**src/rtl/vga_tpg_pkg.sv**
```systemverilog
// Shared types and constants for the VGA test-pattern generator.
// Imported by the colour sub-module and the top.
package vga_tpg_pkg;

  typedef logic [2:0][7:0] rgb_t;

  typedef enum logic [1:0] {
    PAT_BARS,
    PAT_RAMP,
    PAT_CHECKER,
    PAT_SOLID
  } pattern_e;

  typedef enum logic {
    IDLE,
    RUN
  } state_e;

  localparam rgb_t BAR_COLOR [8] = '{
    24'hFFFFFF, 24'hFFFF00, 24'h00FFFF, 24'h00FF00,
    24'hFF00FF, 24'hFF0000, 24'h0000FF, 24'h000000
  };

  // $clog2 that never yields a zero-width vector
  function automatic int clog2_min1(input int v);
    return (v > 1) ? $clog2(v) : 1;
  endfunction

endpackage

```
**src/rtl/vga_tpg_color.sv**
```systemverilog
// Combinational pixel colour for one (x, y) position
// under the selected test pattern.
module vga_tpg_color
  import vga_tpg_pkg::*;
#(
  parameter int XW = 10,
  parameter int YW = 9,
  parameter int CL = 5
) (
  input  pattern_e         pattern,
  input  logic [XW-1:0]    x,
  input  logic [YW-1:0]    y,
  input  logic [2:0]       bar,
  input  rgb_t             solid,
  output rgb_t             rgb
);

  logic [31:0] xe;
  logic [31:0] ye;
  logic        unused_ok;

  // widened copies keep bit picks legal for any geometry
  assign xe = 32'(x);
  assign ye = 32'(y);
  assign unused_ok = ^{xe, ye};

  always_comb begin
    rgb = '0;
    unique case (pattern)
      PAT_BARS:    rgb = BAR_COLOR[bar];
      PAT_RAMP:    rgb = {3{xe[7:0]}};
      PAT_CHECKER: rgb = (xe[CL] ^ ye[CL]) ? 24'hFFFFFF : 24'h000000;
      PAT_SOLID:   rgb = solid;
      default:     rgb = '0;
    endcase
  end

endmodule

```
**src/rtl/vga_test_pattern.sv**
```systemverilog
// AXI4-Stream video test-pattern source: one frame of
// H_ACTIVE x V_ACTIVE pixels, SOF on tuser, EOL on tlast.
module vga_test_pattern
  import vga_tpg_pkg::*;
#(
  parameter int H_ACTIVE     = 640,
  parameter int V_ACTIVE     = 480,
  parameter int CHECKER_LOG2 = 5
) (
  input  logic            aclk,
  input  logic            aresetn,
  input  logic            enable,
  input  logic [1:0]      pattern_sel,
  input  logic [2:0][7:0] solid_rgb,
  output logic            pix_tvalid,
  input  logic            pix_tready,
  output logic [2:0][7:0] pix_tdata,
  output logic            pix_tlast,
  output logic            pix_tuser,
  output logic            busy,
  output logic [15:0]     frame_count
);

  localparam int XW      = $clog2(H_ACTIVE);
  localparam int YW      = clog2_min1(V_ACTIVE);
  localparam int BAR_LEN = H_ACTIVE / 8;
  localparam int BW      = clog2_min1(BAR_LEN);

  localparam logic [XW-1:0] X_LAST = XW'(H_ACTIVE - 1);
  localparam logic [YW-1:0] Y_LAST = YW'(V_ACTIVE - 1);
  localparam logic [BW-1:0] B_LAST = BW'(BAR_LEN - 1);

  state_e        state_q, state_d;
  logic [XW-1:0] x_q, x_d, nx;
  logic [YW-1:0] y_q, y_d, ny;
  logic [BW-1:0] bcnt_q, bcnt_d, nbcnt;
  logic [2:0]    bar_q, bar_d, nbar;
  pattern_e      pat_q, pat_d, cur_pat;
  rgb_t          solid_q, solid_d, cur_solid;
  rgb_t          tdata_q, tdata_d, nxt_rgb;
  logic          tlast_q, tlast_d;
  logic          tuser_q, tuser_d;
  logic [15:0]   fc_q, fc_d;

  logic beat, x_end, y_end, frame_end, start, adv;

  // next pixel position and the selection it is drawn with
  always_comb begin
    beat      = (state_q == RUN) && pix_tready;
    x_end     = (x_q == X_LAST);
    y_end     = (y_q == Y_LAST);
    frame_end = beat && x_end && y_end;
    start     = enable && ((state_q == IDLE) || frame_end);
    adv       = start || beat;
    nx        = x_q + 1'b1;
    ny        = y_q;
    nbcnt     = bcnt_q + 1'b1;
    nbar      = bar_q;
    if (start) begin
      nx    = '0;
      ny    = '0;
      nbcnt = '0;
      nbar  = '0;
    end else if (x_end) begin
      nx    = '0;
      ny    = y_end ? '0 : y_q + 1'b1;
      nbcnt = '0;
      nbar  = '0;
    end else if (bcnt_q == B_LAST) begin
      nbcnt = '0;
      nbar  = bar_q + 1'b1;
    end
    cur_pat   = start ? pattern_e'(pattern_sel) : pat_q;
    cur_solid = start ? solid_rgb : solid_q;
  end

  vga_tpg_color #(
    .XW (XW),
    .YW (YW),
    .CL (CHECKER_LOG2)
  ) u_color (
    .pattern (cur_pat),
    .x       (nx),
    .y       (ny),
    .bar     (nbar),
    .solid   (cur_solid),
    .rgb     (nxt_rgb)
  );

  always_comb begin
    state_d = state_q;
    x_d     = x_q;
    y_d     = y_q;
    bcnt_d  = bcnt_q;
    bar_d   = bar_q;
    pat_d   = pat_q;
    solid_d = solid_q;
    tdata_d = tdata_q;
    tlast_d = tlast_q;
    tuser_d = tuser_q;
    fc_d    = fc_q;
    unique case (state_q)
      IDLE: if (enable) state_d = RUN;
      RUN:  if (frame_end && !enable) state_d = IDLE;
    endcase
    // outputs only move on a beat, so they hold through stalls
    if (adv) begin
      x_d     = nx;
      y_d     = ny;
      bcnt_d  = nbcnt;
      bar_d   = nbar;
      tdata_d = nxt_rgb;
      tuser_d = start;
      tlast_d = (nx == X_LAST);
    end
    if (start) begin
      pat_d   = cur_pat;
      solid_d = cur_solid;
    end
    if (frame_end) fc_d = fc_q + 16'd1;
  end

  always_ff @(posedge aclk or negedge aresetn) begin
    if (!aresetn) begin
      state_q <= IDLE;
      x_q     <= '0;
      y_q     <= '0;
      bcnt_q  <= '0;
      bar_q   <= '0;
      pat_q   <= PAT_BARS;
      solid_q <= '0;
      tdata_q <= '0;
      tlast_q <= 1'b0;
      tuser_q <= 1'b0;
      fc_q    <= '0;
    end else begin
      state_q <= state_d;
      x_q     <= x_d;
      y_q     <= y_d;
      bcnt_q  <= bcnt_d;
      bar_q   <= bar_d;
      pat_q   <= pat_d;
      solid_q <= solid_d;
      tdata_q <= tdata_d;
      tlast_q <= tlast_d;
      tuser_q <= tuser_d;
      fc_q    <= fc_d;
    end
  end

  assign pix_tvalid  = (state_q == RUN);
  assign busy        = (state_q == RUN);
  assign pix_tdata   = tdata_q;
  assign pix_tlast   = tlast_q;
  assign pix_tuser   = tuser_q;
  assign frame_count = fc_q;

endmodule
```
**config.mk**
```make
export PLATFORM = sky130hd
export DESIGN_NAME = vga_test_pattern
export DESIGN_NICKNAME = d
export VERILOG_FILES = /design/src/rtl/vga_tpg_pkg.sv /design/src/rtl/vga_tpg_color.sv /design/src/rtl/vga_test_pattern.sv
export SDC_FILE = /design/constraint.sdc
export NUM_CORES = 1
export LEC_CHECK = 0
export BUFFER_PORTS_ARGS = -buffer_cell sky130_fd_sc_hd__buf_2
export CAP_MARGIN = 5
export CELL_PAD_IN_SITES_DETAIL_PLACEMENT = 1
export CELL_PAD_IN_SITES_GLOBAL_PLACEMENT = 1
export CORE_MARGIN = 3
export CORE_UTILIZATION = 39
export DETAILED_ROUTE_END_ITERATION = 10
export HOLD_SLACK_MARGIN = 0.02
export PLACE_DENSITY = 0.78
export SETUP_SLACK_MARGIN = 0.1
export SYNTH_ARGS = -nofsm -noshare
export SYNTH_HDL_FRONTEND = slang
export SYNTH_SLANG_ARGS = --single-unit
```
**constraint.sdc**
```tcl
create_clock -name aclk -period 2.4 [get_ports aclk]
set_clock_uncertainty 0.15 [all_clocks]
set_input_delay 0.36 -clock aclk [delete_from_list [all_inputs] [get_ports aclk]]
set_output_delay 0.36 -clock aclk [all_outputs]
set_load 0.005 [all_outputs]
```
* Word-level counts from Yosys, hierarchy flattened
Memories as Yosys holds them, arrays and structs flattened.
Cells that the tools add are included.
** Operators by class
- Add/subtract/negate cells :: 5
- Magnitude comparators :: 1
- Eq/ne operators :: 7
- Multiplexer cells :: 20
- Bitwise operators :: 3
- Reductions and logical operators :: 11
** Operators with widths (count)
- two-way mux 24 bit :: 4
- case mux 24 bit (4 select lines) :: 1
- two-way mux 9 bit :: 3
- two-way mux 7 bit :: 3
- == test 10 bit, second input constant :: 2
- two-way mux 10 bit :: 2
- adder 16 x 1 -> 16 bit, second input constant :: 1
- adder 10 x 1 -> 10 bit, second input constant :: 1
- adder 9 x 1 -> 9 bit, second input constant :: 1
- == test 9 bit, second input constant :: 1
- two-way mux 3 bit :: 3
- adder 7 x 1 -> 7 bit, second input constant :: 1
- == test 7 bit, second input constant :: 1
- logical AND 1 bit :: 5
- == test 2 bit, second input constant :: 2
- >= comparator 4 bit, second input constant :: 1
- NOT 3 -> 4 bit :: 1
- adder 3 x 1 -> 3 bit, second input constant :: 1
- == test 2 x 1 -> 1 bit, second input constant :: 1
- logical NOT 2 bit :: 1
- logical OR 1 bit :: 2
- two-way mux 1 bit :: 2
- two-way mux 2 bit :: 1
- case mux 1 bit (2 select lines) :: 1
- 5 further kinds :: 5
** Word-level totals
- Bits in registers :: 98
- Memory bits (read-only) :: 192
- Bits of input ports :: 30
- Output and inout bits :: 44
- Word-level logic and storage cells :: 64
- Memories :: 1
** Memories
- (no name shown) :: depth 8, bits a word 24, read ports 1, clocked after memory_dff 0, write ports 0, RTL line vga_tpg_color.sv:30 : PAT_BARS: rgb = BAR_COLOR[bar];

* Longest topological paths before layout
Gate-level depths: netlist of the first run.
- Word-level depth :: 11
- Depth in mapped cells :: 9
- Mapped depth without buffers :: 7

* Hierarchy
Synthesis of the first run repeated with hierarchy kept, for this count alone.
** Unflattened totals
- Cells, all modules :: 597
- Area total of the unflattened synthesis :: 5487.8 sq um
** By module, submodules not included
- vga_test_pattern :: times used 1, cells an instance 561, area each 4829.6 sq um, sequential area each 2452.4 sq um
- vga_tpg_color :: times used 1, cells an instance 36, area each 658.1 sq um, sequential area each 0.0 sq um

* Least setup slack after synthesis of the first run
No wires, ideal clock.
- Path type :: register to register
- Start :: register y_q[0]
- End :: register tdata_q (netlist bit pix_tdata[12])
- Library setup time :: 149 ps
- Arrival :: 2263 ps
- Data required time :: 2101 ps
- Setup slack :: -162 ps
- Cell stages (with the launch flop) :: 8
- Buffers on the path :: 0
- Clock period less this slack :: 2562 ps
- Cells stage by stage :: dfrtp_1 -> ha_1 -> and4_1 -> nand4_1 -> o31ai_4 -> mux2_4 -> a21oi_2 -> a41oi_2
** On the way
- Longest elaborated chain between the ends :: 10
- Elaborated cells between the ends (all ways) :: 24
- Those cells by class :: add/sub: 1; eq/ne: 4; mux: 11; bitwise: 2; reduce/logical: 5; memory: 1
** Ends and longest elaborated chain
- start, declared :: RTL line vga_test_pattern.sv:35 : logic [YW-1:0] y_q, y_d, ny;
- start signal, assigned :: RTL line vga_test_pattern.sv:139 : y_q <= y_d;
- == test 9 bit :: RTL line vga_test_pattern.sv:51 : y_end = (y_q == Y_LAST);
- logical AND 1 bit :: RTL line vga_test_pattern.sv:52 : frame_end = beat && x_end && y_end;
- logical OR 1 bit :: RTL line vga_test_pattern.sv:53 : start = enable && ((state_q == IDLE) || frame_end);
- logical AND 1 bit :: RTL line vga_test_pattern.sv:53
- two-way mux 3 bit :: RTL line vga_test_pattern.sv:59 : if (start) begin
- NOT 3 -> 4 bit (not written as such) :: RTL line vga_tpg_color.sv:30
- memory read (8 x 24 bit)
- two-way mux 24 bit (not written as such) (2 in a row) :: RTL line vga_tpg_color.sv:30
- case mux 24 bit (4 select lines) :: RTL line vga_tpg_color.sv:29 : unique case (pattern)
- end signal, assigned :: RTL line vga_test_pattern.sv:144 : tdata_q <= tdata_d;
- end, declared :: RTL line vga_test_pattern.sv:40 : rgb_t tdata_q, tdata_d, nxt_rgb;
Several ways; a longest one is shown, not always the timed one. The select of a mux whose other input is x is not followed.
A chain may end at the register's enable or synchronous reset.

* Worst setup path in the final report of the first run
- Start :: register x_q[8]
- End :: register tdata_q (netlist bit pix_tdata[0])
** On the way
- Longest elaborated chain between the ends :: 11
- Elaborated cells between the ends (all ways) :: 25
- Those cells by class :: eq/ne: 4; mux: 12; bitwise: 2; reduce/logical: 6; memory: 1
** Ends and longest elaborated chain
- start, declared :: RTL line vga_test_pattern.sv:34 : logic [XW-1:0] x_q, x_d, nx;
- start signal, assigned :: RTL line vga_test_pattern.sv:126 : x_q <= '0;
- start signal, assigned :: RTL line vga_test_pattern.sv:138 : x_q <= x_d;
- == test 10 bit (*) :: RTL line vga_test_pattern.sv:50 : x_end = (x_q == X_LAST);
- logical AND 1 bit (2 in a row) :: RTL line vga_test_pattern.sv:52
- logical OR 1 bit :: RTL line vga_test_pattern.sv:53
- logical AND 1 bit :: RTL line vga_test_pattern.sv:53
- two-way mux 3 bit :: RTL line vga_test_pattern.sv:59
- NOT 3 -> 4 bit (not written as such) :: RTL line vga_tpg_color.sv:30
- memory read (8 x 24 bit)
- two-way mux 24 bit (not written as such) (2 in a row) :: RTL line vga_tpg_color.sv:30
- case mux 24 bit (4 select lines) :: RTL line vga_tpg_color.sv:29
Mark *: on every way between the ends. The rest lies on a longest branch, timed or not. The select of a mux whose other input is x is not followed.

==> results of run 1 <==
==> metrics by stage <==
step | setup TNS, ns | setup slack (ns) | util (%) | area [um2] | hold slack (ns)
final | -1.068 | -0.08556 | 57.59 | 7062 | 0.06257
after global routing | -2.709 | -0.1294 | 57.59 | 7062 | 0.07252
after CTS | 0 | 0.004503 | 54.45 | 6676 | 0.05635
after detailed placement | -1.162 | -0.08787 | 48.04 | 5891 | 0.1733
after global placement | 0 | 0.005313 | 48.04 | 5891 | 0.1681
after floorplan | -0.2961 | -0.03522 | - | 5059 | -0.08559
==> cell usage after synthesis, types with 2 or more instances <==
library cell	instances
clkbuf_1	14
xor2_1	12
inv_1	8
nand2_1	122
nand3_1	44
o31ai_1	8
a311oi_1	6
and3_1	8
a31oi_1	11
a32oi_1	3
and3_2	4
a41oi_2	3
and4_1	3
a21o_1	2
ha_1	5
and2_1	7
or2_2	2
a22o_1	3
mux2_2	3
o21ai_0	22
xnor2_1	17
nand4_1	9
nor4_1	3
nand2b_1	4
nor2_1	56
buf_4	6
nor3_1	13
nor2b_1	2
a21oi_1	6
or3_1	2
a41oi_1	13
a21oi_2	3
dfrtp_1	98
buf_2	7
==> flip-flops by register name, summed over array words and instances (netlist names) <==
signal and count:
y_q 9, frame_count 16, solid_q 24, pix_tuser 1
bcnt_q 7, pix_tdata 24, pix_tlast 1, bar_q 3
pat_q 2, busy 1, x_q 10
==> worst min-delay path by stage <==
stage | startpoint | endpoint | cells past startpoint
detailed placement | aresetn | y_q[2] | 1
CTS | solid_rgb[10] | solid_q[10] | 3
finish | solid_rgb[10] | solid_q[10] | 3
global route | solid_rgb[18] | solid_q[18] | 3
floorplan | aresetn | bar_q[0] | 0
global placement | aresetn | y_q[2] | 1
==> power groups by stage <==
stage               Combinational [mW]  Sequential (mW)  Clock (mW)
floorplan                        0.470             2.00           0
global placement                 0.772             2.04           0
detailed placement               0.811             2.05           0
CTS                              0.890             2.03        1.71
global route                      1.10             2.06        1.79
finish                            1.00             2.04        1.69
==> cells by family after synthesis <==
family | synth area share, %
AO/OA/AOI/OAI | 13.06
XOR/XNOR | 5.069
adder cells (fa/ha/maj) | 1.248
buffers and inverters | 3.471
flip-flops | 48.94
multiplexers | 1.173
AND/OR/NAND/NOR | 27.04
==> metal layers <==
layer	up-vias	wire length (um)	track usage, %
met1	2485	7228	30.35
met4	0	624	12.74
met2	198	9289	43.59
met5	-	0	0
li1	2211	-	-
met3	54	1009	4.321
==> worst max-delay path: stages, from the launching register on <==
cell       delay [ns]
dfrtp_1          0.40
nand4bb_4        0.24
or3_4            0.37
o31ai_4          0.33
mux2_4           0.39
a21oi_4          0.18
buf_12           0.15
a41oi_2          0.12
==> area by class of cell <==
class	instances	area, um2
Fill cell	1367	5200
Multi-Input combinational cell	416	2813
Sequential cell	98	2454
Timing Repair Buffer	158	1220
Clock buffer	11	232.7
Tap cell	168	210.2
Clock inverter	5	102.6
Inverter	8	30.03
==> what timing repair did <==
item | CTS | global route
endpoints found under the setup margin | 45 | 71
cloned | 4 | 4
pin swaps | 19 | 22
hold endpoints to repair | 26 | 0
gates resized for setup | 31 | 55
setup buffers | 15 | 17
hold buffers | 1 | 0
==> metrics.cfg, run 1 <==
[global_route]
grt_pass1_wl_um=28430
antenna_found_initial=0
grt_use_total_pct=25.28
overflow=0
grt_max_degree=48
grt_pass1_vias=5399

[yosys]
yosys_warnings=0
ys_seq_area_share_pct=48.94
syn_nets=583
synth-edff-count=0
syn_inst=548
synth_top_area_share_pct=48.94
synthFlopType=dfrtp_1
ys_seq_elements=98
netlist_area_um2=5011
syn-mean-instance-area_um2=9.144
synth-async-reset-ratio_pct=100.0
synthTopCellsByArea=dfrtp_1 49%, nand2_1 9.1%, nand3_1 4.4%
yosys.area.top_type=dfrtp_1
synth.distinct_cells=53

[route]
via_per_inst=5.727
firstDrtPassIters=5
wl_um=18150
ant_nets=0
vias=4948
post_drt_wl_per_cell_um=21.01
drt_first_iter_violations=315
route.detailed.drc=0

[final_layout]
antenna_cells=0
final_cells=864
areaGrowthSynthToFinish_pct=40.92
final_nets=726
drive_above_1_share_pct=35.92
layout_common_cells=117 x nand2_1, 97 x dfrtp_1, 72 x buf_2
final_common_cell=nand2_1

[worst_setup_path]
r2r.worst_path.cells=7
r2r_start=x_q[8]
worstSetupPathType=reg -> reg
crit_required_ns=2.46
cp-endpoint=pix_tdata[0]
start_kind=flop
crit_start=x_q[8]
critPathMaxFanout=7
rr_endpoint=pix_tdata[0]
crit_path_end_kind=flop
arrival_ns=2.54
ff2ff_setup_slack_ns=-0.09

[clocking]
cts_buffer_depth=2
clock_sink_count=98
cts_tree=built
clk_pin_slew_ns=0.07
cts_max_level=3
cts_root_buf=clkbuf_16
clock_latency_ns=0.36
numCtsBuffers=9

[power]
clockPowerShare_pct=35.7
swShare_pct=29.54
power_density_nw_per_um2=669.7
p_int_mw=3.332
peakVddDrop_mv=0.3506
power_frac_seq_pct=43.1
power.leakage_nw=3.205
p_total_mw=4.729
p_switching_mw=1.397
combPwrFrac_pct=21.2

[placement]
hpwl_um=10710
place_inst=808
gp_congestion=0.8410
io_buffers=73

[outcome]
violations=negative setup slack
outcome=finished, violations left

[hold_path]
worstHoldPathType=in -> reg

[floorplanning]
fp.dieArea_um2=14240
io_pins=74
placementRows=40
die_h_um=119.4
initial_utilization_pct=40.87
die_w_um=119.4
core_um2=12260

[sta]
period_share_pct=103.6
hold_violations=0
fmax_ghz=0.4023
drv_slew=0
worst_pin_slew_ns=0.6543
max-slew-margin-rel_pct=56.38
setup_viol=24
finalWorstSetupSlack_ns=-0.08556
rsz0062_at_grt=yes
layout_min_cycle_time_ns=2.486

[flow_run]
maxCapViolCount=0

Note: power is estimated with default switching activity, not from simulation.
==> run 2: changes to the inputs <==
--- a/config.mk
+++ b/config.mk
@@ -10,10 +10,10 @@
 export CELL_PAD_IN_SITES_DETAIL_PLACEMENT = 1
 export CELL_PAD_IN_SITES_GLOBAL_PLACEMENT = 1
 export CORE_MARGIN = 3
-export CORE_UTILIZATION = 39
+export CORE_UTILIZATION = 44
 export DETAILED_ROUTE_END_ITERATION = 10
 export HOLD_SLACK_MARGIN = 0.02
-export PLACE_DENSITY = 0.78
+export PLACE_DENSITY = 0.83
 export SETUP_SLACK_MARGIN = 0.1
 export SYNTH_ARGS = -nofsm -noshare
 export SYNTH_HDL_FRONTEND = slang
==> constraint.sdc (replaced) <==
create_clock -name aclk -period 2.46 [get_ports aclk]
set_clock_uncertainty 0.15 [all_clocks]
set_input_delay 0.369 -clock aclk [delete_from_list [all_inputs] [get_ports aclk]]
set_output_delay 0.369 -clock aclk [all_outputs]
set_load 0.005 [all_outputs]
==> run 2 against run 1 <==
- routed wire length decreased by 2.9%
- combinational power decreased by 5%
- cell count decreased by 5.1%
- final area decreased by 6.9%
- highest routed layer unchanged
- the run still ends with negative setup slack left
- non-clock buffer count decreased by 16
- worst setup slack got worse by 0.0060 ns
==> metrics.cfg, run 2 (synthesis gave the netlist of run 1 again) <==
[global_route]
grt_use_total_pct=26.46  ; was 25.28%
grt_max_degree=43  ; was 48
grt_pass1_vias=5150  ; was 5399
grt_pass1_wl_um=26790  ; was 28430 um
overflow=0  ; unchanged
antenna_found_initial=0  ; unchanged

[worst_setup_path]
r2r.worst_path.cells=7  ; unchanged
ff2ff_setup_slack_ns=-0.09  ; about the same
slowest_stage=mux2_4  ; was dfrtp_1
cp_num_buf_inv=1  ; unchanged
crit_path_end_kind=flop  ; unchanged
arrival_ns=2.60  ; was 2.54 ns
path_cells=nand4bb_4, or3_4, o31ai_4, mux2_4, a21oi_4, buf_12, a41oi_2  ; unchanged
worstSetupPathType=reg -> reg  ; unchanged
critPathMaxFanout=6  ; was 7
crit_required_ns=2.50  ; was 2.46 ns
start_kind=flop  ; unchanged
crit_path_max_incr_delay_ns=0.40  ; about the same
cp_top_family=compound AO/OA/AOI/OAI gates  ; unchanged
rr_endpoint=pix_tdata[20]  ; was pix_tdata[0]
r2r_start=x_q[8]  ; unchanged

[final_layout]
antenna_cells=0  ; unchanged
areaGrowthSynthToFinish_pct=31.16  ; was 40.92%
final_nets=710  ; was 726
final_area_um2=6573  ; was 7062 um2
ff_latch_area_um2=2452  ; was 2454 um2
nFillCells=1284  ; was 1367
drive_above_1_share_pct=31.76  ; was 35.92%
layout_common_cells=122 x nand2_1, 98 x dfrtp_1, 72 x buf_2  ; was 117 x nand2_1, 97 x dfrtp_1, 72 x buf_2
multiInputGateArea_um2=2651  ; was 2813 um2
final_common_cell=nand2_1  ; unchanged

[floorplanning]
core_um2=10980  ; was 12260 um2
io_pins=74  ; unchanged
initial_utilization_pct=45.63  ; was 40.87%
die_w_um=112.7  ; was 119.4 um
placementRows=38  ; was 40
die_h_um=112.7  ; was 119.4 um
fp.dieArea_um2=12710  ; was 14240 um2

[power]
clockPowerShare_pct=31.8  ; was 35.7%
swShare_pct=30.68  ; was 29.54%
power.leakage_nw=3.030  ; was 3.205 nW
power_density_nw_per_um2=649.5  ; was 669.7 nW/um2
p_int_mw=2.960  ; was 3.332 mW
p_switching_mw=1.310  ; was 1.397 mW
power_frac_seq_pct=46.0  ; was 43.1%
combPwrFrac_pct=22.2  ; was 21.2%
peakVddDrop_mv=0.4240  ; was 0.3506 mV

[route]
wl_um=17620  ; was 18150 um
drt_first_iter_violations=365  ; was 315
vias=4979  ; was 4948
post_drt_wl_per_cell_um=21.49  ; was 21.01 um
ant_nets=0  ; unchanged
route.detailed.drc=0  ; unchanged
firstDrtPassIters=7  ; was 5
via_per_inst=6.072  ; was 5.727

[outcome]
violations=negative setup slack  ; unchanged
outcome=finished, violations left  ; unchanged

[hold_path]
hold_depth=3  ; unchanged
min_from=solid_rgb[11]  ; was solid_rgb[10]
whs_endpoint=solid_q[11]  ; was solid_q[10]
worstHoldPathType=in -> reg  ; unchanged

[sta]
rsz0062_at_grt=yes  ; unchanged
drv_slew=0  ; unchanged
worst_pin_slew_ns=0.5334  ; was 0.6543 ns
max-slew-margin-rel_pct=64.28  ; was 56.38%
finalWorstSetupSlack_ns=-0.09154  ; was -0.08556 ns
hold_ws_ns=0.08793  ; was 0.06257 ns
fmax_ghz=0.3919  ; was 0.4023 GHz
setup_viol=8  ; was 24
layout_min_cycle_time_ns=2.552  ; was 2.486 ns
period_share_pct=103.7  ; was 103.6%
hold_violations=0  ; unchanged

[clocking]
clock_sink_count=98  ; unchanged
numCtsBuffers=9  ; unchanged
cts_max_level=3  ; unchanged
clock_latency_ns=0.35  ; was 0.36 ns
clk_pin_slew_ns=0.07  ; about the same
cts_root_buf=clkbuf_16  ; unchanged
cts_buffer_depth=2  ; unchanged
cts_tree=built  ; unchanged

[placement]
io_buffers=73  ; unchanged
hpwl_um=10670  ; was 10710 um
gp_congestion=0.8969  ; was 0.8410
pre_cts_ws_ns=-0.1292  ; was -0.08787 ns
place_area_um2=5833  ; was 5891 um2

[flow_run]
maxCapViolCount=0  ; unchanged

## run 2: cell types whose count changed in the layout (fill, tap and decap cells not counted), moves of 3 or more
| cell | previous run | this run |
|---|---|---|
| a31oi_1 | 8 | 11 |
| buf_6 | 13 | 5 |
| nor2_2 | 2 | 6 |
| nand2_1 | 117 | 122 |
| nand2_2 | 5 | 1 |
| nor2_4 | 8 | 4 |
| bufinv_16 | 3 | 0 |
| buf_4 | 61 | 58 |
## run 2: layout make-up
| type | instances | share of cell area (%) |
|---|---|---|
| tap | 140 | 2.665 |
| multi-input combinational | 416 | 40.34 |
| clock inverter | 1 | 0.1333 |
| timing repair buffer | 142 | 15.02 |
| sequential | 98 | 37.31 |
| inverter | 8 | 0.4569 |
| clock buffer | 15 | 4.074 |
## run 2: power by group through the flow
stage / registers [mW] / logic [mW] / clock network [mW]
4_1_cts: 1.95 / 0.892 / 1.38
3_5_place_dp: 1.97 / 0.833 / 0
3_3_place_gp: 1.96 / 0.789 / 0
6_report: 1.97 / 0.947 / 1.36
2_1_floorplan: 1.95 / 0.458 / 0
5_1_grt: 1.99 / 1.03 / 1.45
## run 2: worst reg2reg max path, stage by stage, from the launching register on
cell	delay, ns
dfrtp_1	0.38
nand4bb_4	0.23
or3_4	0.36
o31ai_4	0.38
mux2_4	0.40
a21oi_4	0.21
buf_12	0.16
a41oi_2	0.13
## run 2: worst max-delay path by stage
stage	startpoint	end	slack, ns	cells after the start
global route	y_q[1]	pix_tdata[20]	-0.18	8
detailed placement	x_q[8]	pix_tdata[6]	-0.13	6
floorplan	y_q[0]	pix_tdata[12]	0.02	7
CTS	y_q[1]	pix_tdata[14]	-0.02	9
finish	x_q[8]	pix_tdata[20]	-0.09	7
global placement	x_q[8]	pix_tdata[11]	-0.06	7
## run 2: per-stage QoR
stage               std cells  setup TNS (ns)  util [%]  total power [mW]
floorplan                 548               0         -             2.409
global placement          781         -0.8784     53.11             2.750
detailed placement        781          -1.951     53.11             2.802
CTS                       811        -0.08813     57.82             4.219
global route              820          -1.898     59.84             4.464
finish                    820         -0.3299     59.84             4.269
## run 2: what timing repair did
item	in CTS	in global routing
setup buffers	12	7
endpoints found under the hold margin	34	0
endpoints found under the setup margin	44	68
hold buffers	1	0
pin swaps	13	17
resized for setup	16	32
gates cloned	1	2
## run 2: metal layers
metal | global-route usage (%) | routed length, um
met1 | 34.02 | 7121
met2 | 45.30 | 8926
met3 | 3.797 | 953
met4 | 10.18 | 621
met5 | 0 | 0
